File: config.mk
export PLATFORM = sky130hd
export DESIGN_NAME = regfile_writeback_queue
export DESIGN_NICKNAME = d
export VERILOG_FILES = /design/src/rtl/regfile_writeback_queue.sv
export SDC_FILE = /design/constraint.sdc
export NUM_CORES = 1
export LEC_CHECK = 0
export BUFFER_PORTS_ARGS = -buffer_cell sky130_fd_sc_hd__buf_4
export CAP_MARGIN = 15
export CORE_ASPECT_RATIO = 1.75
export CORE_MARGIN = 4
export CORE_UTILIZATION = 51
export CTS_CLUSTER_SIZE = 12
export DETAILED_ROUTE_END_ITERATION = 16
export GPL_TIMING_DRIVEN = 0
export PLACE_DENSITY = 0.74
export SKIP_CTS_REPAIR_TIMING = 1
export SYNTH_ARGS = -nofsm -noshare
export SYNTH_HDL_FRONTEND = slang
export SYNTH_SLANG_ARGS = --single-unit
File: constraint.sdc
create_clock -name CLK -period 3.8 [get_ports CLK]
set_input_delay 0.95 -clock CLK [delete_from_list [all_inputs] [get_ports CLK]]
set_output_delay 0.95 -clock CLK [all_outputs]
set_load 0.01 [all_outputs]
File: src/rtl/regfile_writeback_queue.sv
// Write-back queue in front of the 16x16 register file: buffers write requests,
// issues one register write per cycle and forwards the youngest pending data.
module regfile_writeback_queue #(
    parameter int DATA_W  = 16,
    parameter int ADDR_W  = 4,
    parameter int DEPTH   = 4,
    parameter int DROP_R0 = 1
) (
    input  logic              CLK,
    input  logic              RST_N,
    input  logic              WB_VALID,
    output logic              WB_READY,
    input  logic [ADDR_W-1:0] WB_RD,
    input  logic [DATA_W-1:0] WB_DATA,
    input  logic              STALL,
    output logic [ADDR_W-1:0] RD,
    output logic [DATA_W-1:0] REGDATA,
    output logic              REGWRITE,
    input  logic [ADDR_W-1:0] LOOKUP_ADDR,
    output logic              LOOKUP_HIT,
    output logic [DATA_W-1:0] LOOKUP_DATA,
    output logic [ADDR_W-1:0] COUNT,
    output logic              EMPTY,
    output logic              FULL
);

    localparam int PTR_W = (DEPTH > 1) ? $clog2(DEPTH) : 1;
    localparam int CNT_W = $clog2(DEPTH + 1);

    logic [ADDR_W-1:0] r_addr [DEPTH];
    logic [DATA_W-1:0] r_data [DEPTH];
    logic [PTR_W-1:0]  r_rdPtr;
    logic [PTR_W-1:0]  r_wrPtr;
    logic [CNT_W-1:0]  r_count;

    logic              w_empty;
    logic              w_full;
    logic              w_pop;
    logic              w_accept;
    logic              w_dropReq;
    logic              w_push;
    logic              w_lookupHit;
    logic [DATA_W-1:0] w_lookupData;
    logic [PTR_W-1:0]  w_idx;
    logic              w_lookupR0;

    assign w_empty   = (r_count == '0);
    assign w_full    = (r_count == CNT_W'(DEPTH));
    assign w_pop     = !w_empty && !STALL;
    assign w_accept  = WB_VALID && (!w_full || w_pop);
    assign w_dropReq = (DROP_R0 != 0) && (WB_RD == '0);
    // A dropped R0 request completes its handshake but never occupies a slot.
    assign w_push    = w_accept && !w_dropReq;

    assign WB_READY  = !w_full || w_pop;
    assign REGWRITE  = w_pop;
    assign RD        = w_empty ? '0 : r_addr[r_rdPtr];
    assign REGDATA   = w_empty ? '0 : r_data[r_rdPtr];
    assign COUNT     = ADDR_W'(r_count);
    assign EMPTY     = w_empty;
    assign FULL      = w_full;

    always_ff @(posedge CLK or negedge RST_N) begin
        if (!RST_N) begin
            r_rdPtr <= '0;
            r_wrPtr <= '0;
            r_count <= '0;
            for (int i = 0; i < DEPTH; i++) begin
                r_addr[i] <= '0;
                r_data[i] <= '0;
            end
        end else begin
            if (w_push) begin
                r_addr[r_wrPtr] <= WB_RD;
                r_data[r_wrPtr] <= WB_DATA;
                r_wrPtr         <= r_wrPtr + 1'b1;
            end
            if (w_pop) begin
                r_rdPtr <= r_rdPtr + 1'b1;
            end
            if (w_push && !w_pop) begin
                r_count <= r_count + 1'b1;
            end else if (w_pop && !w_push) begin
                r_count <= r_count - 1'b1;
            end
        end
    end

    // Walk oldest to youngest so the last match seen is the youngest one.
    assign w_lookupR0 = (DROP_R0 != 0) && (LOOKUP_ADDR == '0);

    always_comb begin
        w_lookupHit  = 1'b0;
        w_lookupData = '0;
        w_idx        = '0;
        for (int k = 0; k < DEPTH; k++) begin
            w_idx = r_rdPtr + PTR_W'(k);
            if ((CNT_W'(k) < r_count) && (r_addr[w_idx] == LOOKUP_ADDR) && !w_lookupR0) begin
                w_lookupHit  = 1'b1;
                w_lookupData = r_data[w_idx];
            end
        end
    end

    assign LOOKUP_HIT  = w_lookupHit;
    assign LOOKUP_DATA = w_lookupData;

endmodule

==> results of run 1 <==
==> synth_stat cells, drive strengths merged, types with 6 or more instances <==
| library cell | count |
|---|---|
| a211oi | 16 |
| a21oi | 19 |
| buf | 25 |
| clkbuf | 32 |
| dfrtp | 87 |
| ha | 9 |
| inv | 6 |
| mux2 | 82 |
| mux2i | 120 |
| mux4 | 10 |
| nand2 | 54 |
| nand2b | 16 |
| nand3b | 18 |
| nor2b | 35 |
| nor3 | 19 |
| nor3b | 16 |
| o22ai | 16 |
| o41ai | 15 |
| xnor2 | 10 |
| xor2 | 10 |
==> routing by layer <==
layer,GRT usage,vias to the layer above
li1,-,2596
met5,0,-
met3,0.0514,112
met4,0.173,0
met1,0.311,2925
met2,0.479,340
==> cell usage in the layout (no fill, tap or decap), types with 6 or more instances in the layout <==
master,count
nor3b_1,16
dfrtp_1,86
mux4_2,10
buf_4,83
o22ai_1,16
nand2_1,54
buf_2,8
nor3_1,17
ha_1,9
xor2_1,10
xnor2_1,10
clkbuf_1,19
a21oi_1,19
nand2b_1,16
mux2_2,82
clkbuf_2,10
nand3b_1,18
inv_1,6
a211oi_1,15
o41ai_2,13
nor2b_1,35
mux2i_1,116
clkbuf_16,10
buf_6,13
==> power breakdown <==
group          switching (W)  internal, W
logic                0.00297      0.00268
registers           0.000510      0.00141
clock network       0.000368     0.000652
==> stage by stage <==
stage	power [W]	util	setup slack, ns	std cells	TNS (ns)
finish	0.00860	0.638	-0.383	927	-5.07
global route	0.00903	0.638	-0.447	927	-6.45
CTS	0.00806	0.603	-0.934	906	-19.80
detailed placement	0.00702	0.578	-0.679	892	-10.82
global placement	0.00682	0.578	-0.620	892	-9.17
floorplan	0.00531	-	0.0173	654	0
==> cells by family after synthesis <==
family          after synthesis
compound gates               81
xor+xnor                     20
simple gates                181
buf+inv                      63
other cells                   1
mux                         212
fa+ha+maj                     9
flops                        87
==> registers in the layout (all words and copies together) (netlist names) <==
name	count
r_data	64
r_addr	16
r_count	3
r_rdPtr	2
r_wrPtr	2
==> how the worst min path moves through the flow <==
stage,cells after the start,end,slack [ns],from
finish,1,r_data[46],0.53,r_data[46]
global route,1,r_data[5],0.55,r_data[5]
CTS,1,r_data[46],0.53,r_data[46]
detailed placement,1,r_data[46],0.52,r_data[46]
global placement,1,r_data[46],0.51,r_data[46]
floorplan,1,r_data[0],0.50,r_data[0]
==> layout make-up <==
class,count,area (sq um)
plain buffers,57,380
clock buffers,10,239
clock inverters,4,95.1
fillers,1099,4680
inverters,6,22.5
multi-input cells,505,4420
flip-flops and latches,87,2180
well taps,171,214
repair buffers,87,707
==> worst reg2reg max path, cell delays in order, from the launching register on <==
cell,delay (ns)
dfrtp_1,0.47
inv_1,0.12
ha_1,0.22
and2_1,0.18
a21oi_1,0.60
nand2_1,0.15
clkbuf_1,0.44
mux2_2,0.43
==> flow_metrics.py, run 1 <==
metrics = {
    "outcome": {
        "outcome": "finished with violations",
        "violations": "setup timing",
    },
    "grt": {
        "grt_overflow": 0,
        "groute.usage.overall": 0.279,
        "grt_pass1_vias": 6014,
        "grt_antenna_before_repair": 0,
        "grt_pass1_wl_um": 32200,
        "grt_max_degree": 88,
    },
    "worst_setup_path": {
        "cp_top_family": "compound AO/OA/AOI/OAI gates",
        "worstPathCellList": "buf_2, nor4_4, or3_4, a221oi_2, buf_4, o21ai_4, buf_12, mux2i_1, o41ai_2, nand2_1, buf_6",
        "end_kind": "primary output",
        "cp.arrival_ns": 3.23,
        "r2r_start": "r_count[0]",
        "cp_num_buf_inv": 4,
        "critPathLaunch": "LOOKUP_ADDR[1]",
        "required_ns": 2.85,
        "path_depth": 11,
        "reg2reg_slack_ns": 1.07,
        "slowest_delay_ns": 0.42,
        "r2r_cells": 7,
        "critPathKind": "in -> out",
        "cp_slowest_cell": "o41ai_2",
        "r2r-end": "r_data[51]",
        "cp-start-kind": "input pin",
        "cp-endpoint": "LOOKUP_DATA[2]",
        "path_max_fanout": 6,
    },
    "timing": {
        "hold_viol_final": 0,
        "fmax_mhz": 239,
        "finalCritPeriodShare": 1.10,
        "maxSlewViolCount": 0,
        "whs_ns": 0.535,
        "rsz0062_at_grt": "true",
        "setup_viol": 16,
        "fin_crit_ns": 4.18,
        "slew_headroom": 0.360,
        "fin_skew_ns": 0.00564,
        "setup_slack_ns": -0.383,
        "tightest_slew_ns": 0.960,
    },
    "logic_synthesis": {
        "synth-simple-area-share": 0.150,
        "yosysSeqAreaShare": 0.323,
        "synth-xor-area-share": 0.0260,
        "synth-async-reset-ratio": 1.00,
        "synth_enable_flop_cells": 0,
        "synth_top_family_by_area": "multiplexers",
        "syn_area_per_cell_sq_um": 10.3,
        "synth_compound_area_frac": 0.0921,
        "ys_top_cells_by_area": "dfrtp_1 32%, mux2i_1 18%, mux2_2 14%, mux4_2 3.3%, nor2b_1 3.2%",
        "synthCells": 654,
        "synthAdderAreaFrac": 0.0167,
        "synth_flop_cell": "dfrtp_1",
        "synth-seq-cells": 87,
        "syn-num-nets": 691,
        "yosysTopAreaCellShare": 0.323,
        "synth.distinct_cells": 51,
        "syn_area_sq_um": 6750,
        "yosysTopAreaCell": "dfrtp_1",
        "synth.area.mux_share": 0.348,
        "ys_warn_count": 0,
    },
    "cells_and_area": {
        "diodes": 0,
        "final_area_sq_um": 8260,
        "drive_gt1_frac": 0.347,
        "area_growth_pct": 22.3,
        "fin_nets": 790,
    },
    "floorplan": {
        "core_area_sq_um": 12900,
        "die_area_sq_um": 15200,
        "floorplan.initialDensity": 0.522,
        "die_h_um": 160,
        "dieWidth_um": 95.0,
        "io_pins": 73,
        "rows": 55,
    },
    "place": {
        "gp_congestion": 1.01,
        "dpl_cell_area_sq_um": 7470,
        "io_buffers": 67,
        "dp_hpwl_um": 14800,
    },
    "power_and_ir_drop": {
        "vdd_drop_max_mv": 0.435,
        "p_per_area_nw_per_um2": 1040,
        "leakage_nw": 3.67,
    },
    "cts": {
        "numCtsBuffers": 9,
        "cts_tree": "yes",
        "clkLatencyLatePin_ns": 0.35,
        "h-tree-depth": 3,
        "clk_path_buf_depth": 2,
        "path_clk_slew_ns": 0.06,
        "cts-root-buf": "clkbuf_16",
        "clock_sinks": 87,
    },
    "drt": {
        "drt_iter0_drc": 505,
        "drt-wirelength-per-cell_um": 23.2,
        "ant_nets": 0,
        "top_layer": "met4",
        "drt-total-wl_um": 21500,
        "drtPass1Iterations": 7,
        "wl_met3_um": 1490,
        "viasPerCell": 6.44,
        "wl_met2_um": 11200,
        "num_vias": 5973,
        "wl_met1_um": 7560,
        "drcViolationCount": 0,
    },
    "job": {
        "maxCapViolCount": 0,
    },
    "min_path": {
        "min_path_type": "reg -> reg",
    },
}
Note: power is estimated with default switching activity, not from simulation.
==> run 2, diff against run 1 <==
CELL_PAD_IN_SITES_DETAIL_PLACEMENT = 0   (was unset)
CELL_PAD_IN_SITES_GLOBAL_PLACEMENT = 1   (was unset)
CORE_UTILIZATION = 43   (was 51)
PLACE_DENSITY = unset   (was 0.74)
PLACE_DENSITY_LB_ADDON = 0.1   (was unset)
==> run 2 against run 1 <==
  * The run still ends with setup timing left
  * Largest cell class unchanged
  * Die area up 17%
  * Via count decreased by 3.6%
  * Sequential share of layout area is 0.49 points lower
  * Register-to-register slack improved by 0.04 ns
  * Core utilization down 9.2 points
  * Cell area up 1.9%
==> flow_metrics.py, run 2 (synthesis gave the netlist of run 1 again) <==
metrics = {
    "outcome": {
        "outcome": "finished with violations",
        "violations": "setup timing",
    },
    "drt": {
        "ant_nets": 0,
        "drtPass1Iterations": 6,
        "drt_iter0_drc": 272,
        "num_vias": 5758,
        "drt-wirelength-per-cell_um": 23.6,
        "viasPerCell": 6.04,
        "drt-total-wl_um": 22500,
        "drcViolationCount": 0,
    },
    "timing": {
        "fin_crit_ns": 4.22,
        "setup_slack_ns": -0.417,
        "hold_viol_final": 0,
        "finalCritPeriodShare": 1.11,
        "rsz0062_at_grt": "true",
        "tightest_slew_ns": 1.02,
        "whs_ns": 0.531,
        "maxSlewViolCount": 0,
        "slew_headroom": 0.321,
        "fmax_mhz": 237,
        "setup_viol": 16,
        "fin_skew_ns": 0.00823,
    },
    "power_and_ir_drop": {
        "switching_share": 0.453,
        "internal_power_w": 0.00471,
        "clkPwrFrac": 0.102,
        "leakage_nw": 3.70,
        "pwr-share-seq": 0.226,
        "vdd_drop_max_mv": 0.499,
        "power.switching_w": 0.00390,
        "combinationalPowerShare": 0.672,
        "p_per_area_nw_per_um2": 1020,
    },
    "cells_and_area": {
        "layout_commonest_cell": "mux2i_1",
        "largest_reg_flops": 64,
        "num-fill-cells": 1369,
        "area_growth_pct": 24.6,
        "diodes": 0,
        "regArea_sq_um": 2180,
        "drive_gt1_frac": 0.368,
        "largest_register": "r_data",
        "fin_nets": 799,
        "reg_top3": "r_data (64), r_addr (16), r_count (3)",
        "multi_input_area_sq_um": 4450,
        "fin_util": 0.547,
        "final_cell_mix": "107 x mux2i_1, 86 x buf_4, 86 x dfrtp_1",
    },
    "worst_setup_path": {
        "path_max_fanout": 5,
        "required_ns": 2.85,
        "cp-start-kind": "flop",
        "critPathKind": "reg -> out",
        "reg2reg_slack_ns": 1.11,
        "critPathLaunch": "r_rdPtr[0]",
        "r2r_cells": 7,
        "r2r_start": "r_count[0]",
        "end_kind": "primary output",
        "cp.arrival_ns": 3.27,
    },
    "cts": {
        "clkLatencyLatePin_ns": 0.35,
        "cts_tree": "yes",
        "numCtsBuffers": 9,
        "clk_path_buf_depth": 2,
        "path_clk_slew_ns": 0.07,
        "clock_sinks": 87,
        "cts-root-buf": "clkbuf_16",
        "h-tree-depth": 3,
    },
    "place": {
        "io_buffers": 67,
        "dp_hpwl_um": 15900,
        "gp_congestion": 0.912,
    },
    "grt": {
        "grt_pass1_wl_um": 33400,
        "grt_overflow": 0,
        "groute.usage.overall": 0.250,
        "grt_pass1_vias": 5954,
        "grt_max_degree": 88,
        "grt_antenna_before_repair": 0,
    },
    "floorplan": {
        "die_area_sq_um": 17800,
        "rows": 60,
        "die_h_um": 174,
        "io_pins": 73,
        "core_area_sq_um": 15400,
        "floorplan.initialDensity": 0.439,
        "dieWidth_um": 103,
    },
    "min_path": {
        "holdPathStages": 1,
        "hold_start": "r_data[7]",
        "min_path_type": "reg -> reg",
    },
    "job": {
        "maxCapViolCount": 0,
    },
}
-- run 2: cell count changes in the layout (fill, tap and decap cells not counted), moves of 2 or more --
cell | before | now
buf_8 | 2 | 0
mux2i_2 | 4 | 13
buf_6 | 13 | 20
buf_4 | 83 | 86
clkinvlp_4 | 0 | 3
inv_6 | 0 | 2
bufinv_16 | 3 | 0
buf_12 | 2 | 5
mux2i_1 | 116 | 107
-- run 2: final timing paths --
| path | to |
|---|---|
| worst max-delay path | LOOKUP_DATA[5] |
| max in group asynchronous | r_rdPtr[0] |
| worst min-delay path | r_data[7] |
| min in group asynchronous | r_data[62] |
| worst min register to register | r_data[7] |
| worst max register to register | r_data[41] |
-- run 2: cell type report --
type	instances	area share
Buffer	57	0.0472
Clock buffer	11	0.0301
Clock inverter	5	0.00476
Inverter	6	0.00268
Multi-Input combinational cell	504	0.529
Sequential cell	87	0.259
Tap cell	186	0.0277
Timing Repair Buffer	97	0.100
-- run 2: per-stage QoR --
stage               setup WS [ns]  TNS, ns  cell area, sq um  std cells  total power (W)
finish                     -0.417    -5.00              8410        953          0.00861
global route               -0.530    -6.81              8410        953          0.00916
CTS                         -1.07   -23.66              7780        923          0.00801
detailed placement         -0.766   -14.19              7490        907          0.00710
global placement           -0.748   -12.84              7490        907          0.00696
floorplan                  0.0173        0              6760        654          0.00531
-- run 2: per-layer routing --
metal	GRT usage	routed length (um)	vias to the layer above	part of all wire
li1	-	-	2614	-
met3	0.0411	1030	60	0.046
met2	0.462	12300	197	0.55
met1	0.266	8180	2887	0.36
met5	0	0	-	0
met4	0.112	1020	0	0.045
-- run 2: power by group through the flow --
stage | Combinational (W) | Clock, W | Sequential (W)
4_1_cts | 0.00519 | 0.000907 | 0.00192
5_1_grt | 0.00621 | 0.000945 | 0.00200
3_3_place_gp | 0.00506 | 0 | 0.00190
3_5_place_dp | 0.00517 | 0 | 0.00193
2_1_floorplan | 0.00355 | 0 | 0.00175
6_report | 0.00578 | 0.000881 | 0.00195
-- run 2: critical path, stage by stage (launching register included) --
cell and delay (ns):
dfrtp_2 0.42, mux4_2 0.52, or3_4 0.34, a221oi_2 0.27, buf_4 0.18, o21a_4 0.21
clkbuf_16 0.18, mux2i_1 0.09, o41ai_2 0.40, nand2_1 0.15, buf_6 0.15
==> run 3, diff against run 2 <==
ABC_AREA = 1   (was unset)
CORE_UTILIZATION = 38   (was 43)
==> run 3 against run 2 <==
  * The run now ends clean
  * Critical path depth is 3 higher
  * Critical endpoint unchanged
  * Largest power group unchanged
  * Via count up 20%
  * Highest routed layer unchanged
  * Global-route usage is 1.4 points higher
==> flow_metrics.py, run 3 <==
metrics = {
    "outcome": {
        "outcome": "finished, final reports clean",
    },
    "timing": {
        "tightest_slew_ns": 0.694,
        "setup_slack_ns": 0.206,
        "setup_viol": 0,
        "maxSlewViolCount": 0,
        "rsz0062_at_grt": "false",
        "hold_viol_final": 0,
        "tns_ns": 0,
        "whs_ns": 0.460,
        "fin_skew_ns": 0.00660,
        "fin_crit_ns": 3.59,
        "slew_headroom": 0.537,
        "finalCritPeriodShare": 0.946,
        "fmax_mhz": 278,
    },
    "logic_synthesis": {
        "yosysMostFrequentCell": "nand2_1",
        "syn-num-nets": 1058,
        "synth_top_family_by_area": "simple AND/OR/NAND/NOR gates",
        "synth.distinct_cells": 24,
        "yosysTopAreaCell": "dfrtp_1",
        "yosysSeqAreaShare": 0.343,
        "synth.area.mux_share": 0,
        "synth-async-reset-ratio": 1.00,
        "synth-xor-area-share": 0.0124,
        "synth_enable_flop_cells": 0,
        "ys_top_cells_by_count": "391 x nand2_1, 207 x o21ai_0, 87 x dfrtp_1, 81 x nand3_1, 79 x inv_1",
        "synth_flop_cell": "dfrtp_1",
        "syn_area_sq_um": 6340,
        "synthAdderAreaFrac": 0.0178,
        "ys_warn_count": 0,
        "synth-seq-cells": 87,
        "yosysTopAreaCellShare": 0.343,
        "ys_top_cells_by_area": "dfrtp_1 34%, nand2_1 23%, o21ai_0 16%, nand3_1 6.4%, inv_1 4.7%",
        "synth_compound_area_frac": 0.171,
        "synth-simple-area-share": 0.357,
        "syn_area_per_cell_sq_um": 6.21,
        "synthCells": 1021,
    },
    "cells_and_area": {
        "drive_gt1_frac": 0.119,
        "largest_register": "r_data",
        "fin_util": 0.456,
        "area_growth_pct": 17.8,
        "final_cell_mix": "391 x nand2_1, 207 x o21ai_0, 87 x dfrtp_1",
        "fin_nets": 1141,
        "layout_commonest_cell": "nand2_1",
        "num-fill-cells": 1809,
        "reg_top3": "r_data (64), r_addr (16), r_count (3)",
        "diodes": 0,
        "largest_reg_flops": 64,
    },
    "worst_setup_path": {
        "r2r_cells": 13,
        "cp_num_buf_inv": 5,
        "worstPathCellList": "buf_4, inv_1, nand3_1, nand2_1, inv_1, nand3_1, nor2_4, buf_2, nand3_1, nand3_1, nand2_1, nand2_1, buf_4",
        "cp-start-kind": "input pin",
        "r2r-end": "r_data[45]",
        "end_kind": "primary output",
        "r2r_start": "r_count[0]",
        "reg2reg_slack_ns": 1.15,
        "path_common_cell": "nand3_1",
        "required_ns": 2.85,
        "critPathKind": "in -> out",
        "cp_top_family": "simple AND/OR/NAND/NOR gates",
        "slowest_delay_ns": 0.26,
        "cp_slowest_cell": "nor2_4",
        "cp.arrival_ns": 2.64,
        "path_max_fanout": 10,
    },
    "power_and_ir_drop": {
        "leakage_nw": 3.79,
        "vdd_drop_max_mv": 0.459,
        "power_w": 0.00798,
        "p_per_area_nw_per_um2": 1070,
    },
    "grt": {
        "grt_pass1_wl_um": 37400,
        "grt_antenna_before_repair": 0,
        "grt_overflow": 0,
        "grt_max_degree": 88,
        "grt_pass1_vias": 6802,
        "groute.usage.overall": 0.264,
    },
    "drt": {
        "drt-total-wl_um": 24800,
        "drt_iter0_drc": 422,
        "viasPerCell": 5.20,
        "wl_met1_um": 8460,
        "top_layer": "met4",
        "num_vias": 6933,
        "wl_met2_um": 14200,
        "ant_nets": 0,
        "wl_met3_um": 712,
        "drcViolationCount": 0,
        "drt-wirelength-per-cell_um": 18.6,
        "drtPass1Iterations": 5,
    },
    "cts": {
        "clock_sinks": 87,
        "cts_tree": "yes",
        "cts-root-buf": "clkbuf_16",
        "clkLatencyLatePin_ns": 0.34,
        "path_clk_slew_ns": 0.06,
        "clk_path_buf_depth": 2,
        "h-tree-depth": 3,
        "numCtsBuffers": 9,
    },
    "floorplan": {
        "io_pins": 73,
        "dieWidth_um": 106,
        "core_area_sq_um": 16400,
        "rows": 62,
        "floorplan.initialDensity": 0.387,
        "die_area_sq_um": 18900,
        "die_h_um": 179,
    },
    "place": {
        "dp_hpwl_um": 19700,
        "gp_congestion": 0.917,
        "pre_cts_slack_ns": 0.0997,
        "io_buffers": 71,
    },
    "min_path": {
        "min_path_type": "in -> async",
    },
    "job": {
        "maxCapViolCount": 0,
    },
}
==> run 3: changes by cell type after synthesis, sizes merged, moves of 18 or more <==
| cell | previous run | this run |
|---|---|---|
| nand2 | 54 | 397 |
| nor2b | 35 | 0 |
| nand3b | 18 | 0 |
| nand3 | 4 | 86 |
| mux2 | 82 | 0 |
| nor3 | 19 | 0 |
| nor2 | 4 | 68 |
| a21oi | 19 | 0 |
| mux2i | 120 | 0 |
| o21ai | 4 | 215 |
| inv | 6 | 80 |
==> run 3: worst reg2reg max path, cell delays in order, from the launching register on <==
cell,delay [ns]
dfrtp_1,0.47
inv_1,0.12
ha_1,0.22
nand2_1,0.07
inv_1,0.04
nand2_1,0.07
nand2_1,0.06
inv_1,0.07
nand2_2,0.13
nor2_1,0.15
clkbuf_1,0.35
clkbuf_1,0.58
nand2_1,0.10
o21ai_0,0.11
==> run 3: per-layer routing <==
layer,vias to the layer above,GRT usage
met5,-,0
li1,3416,-
met4,0,0.136
met1,3256,0.254
met2,198,0.542
met3,63,0.0227
==> run 3: kinds of logic after synthesis <==
family / Yosys count
flip-flops: 87
buffers and inverters: 146
other: 1
AND/OR/NAND/NOR: 553
XOR/XNOR: 9
AO/OA/AOI/OAI: 216
adder cells (fa/ha/maj): 9
==> run 3: metrics by stage <==
stage,cells,area (sq um)
6_report,1333,7470
5_1_grt,1333,7470
4_1_cts,1332,7430
3_5_place_dp,1316,7150
3_3_place_gp,1316,7150
2_1_floorplan,1021,6340
==> run 3: worst max path at each step <==
stage              startpoint               to  slack [ns]  depth (start not counted)
4_1_cts        LOOKUP_ADDR[3]   LOOKUP_DATA[5]        0.09                         13
3_3_place_gp   LOOKUP_ADDR[3]  LOOKUP_DATA[14]        0.11                         14
3_5_place_dp   LOOKUP_ADDR[3]   LOOKUP_DATA[5]         0.1                         13
2_1_floorplan  LOOKUP_ADDR[3]  LOOKUP_DATA[12]        0.81                         11
6_report       LOOKUP_ADDR[2]   LOOKUP_DATA[5]        0.21                         13
5_1_grt        LOOKUP_ADDR[3]  LOOKUP_DATA[13]        0.02                         14
==> run 3: where the power goes <==
part           internal [W]  switching (W)  total [W]
logic               0.00179        0.00362    0.00540
clock network      0.000480       0.000362   0.000842
registers           0.00137       0.000362    0.00173
==> run 3: area by class of cell <==
type,count,area [sq um],area share
Tap cell,224,280,0.0375
Timing Repair Buffer,72,561,0.0750
Multi-Input combinational cell,788,3550,0.475
Clock buffer,14,264,0.0353
Inverter,80,300,0.0402
Sequential cell,87,2180,0.291
Buffer,66,325,0.0436
Clock inverter,2,15.0,0.00201
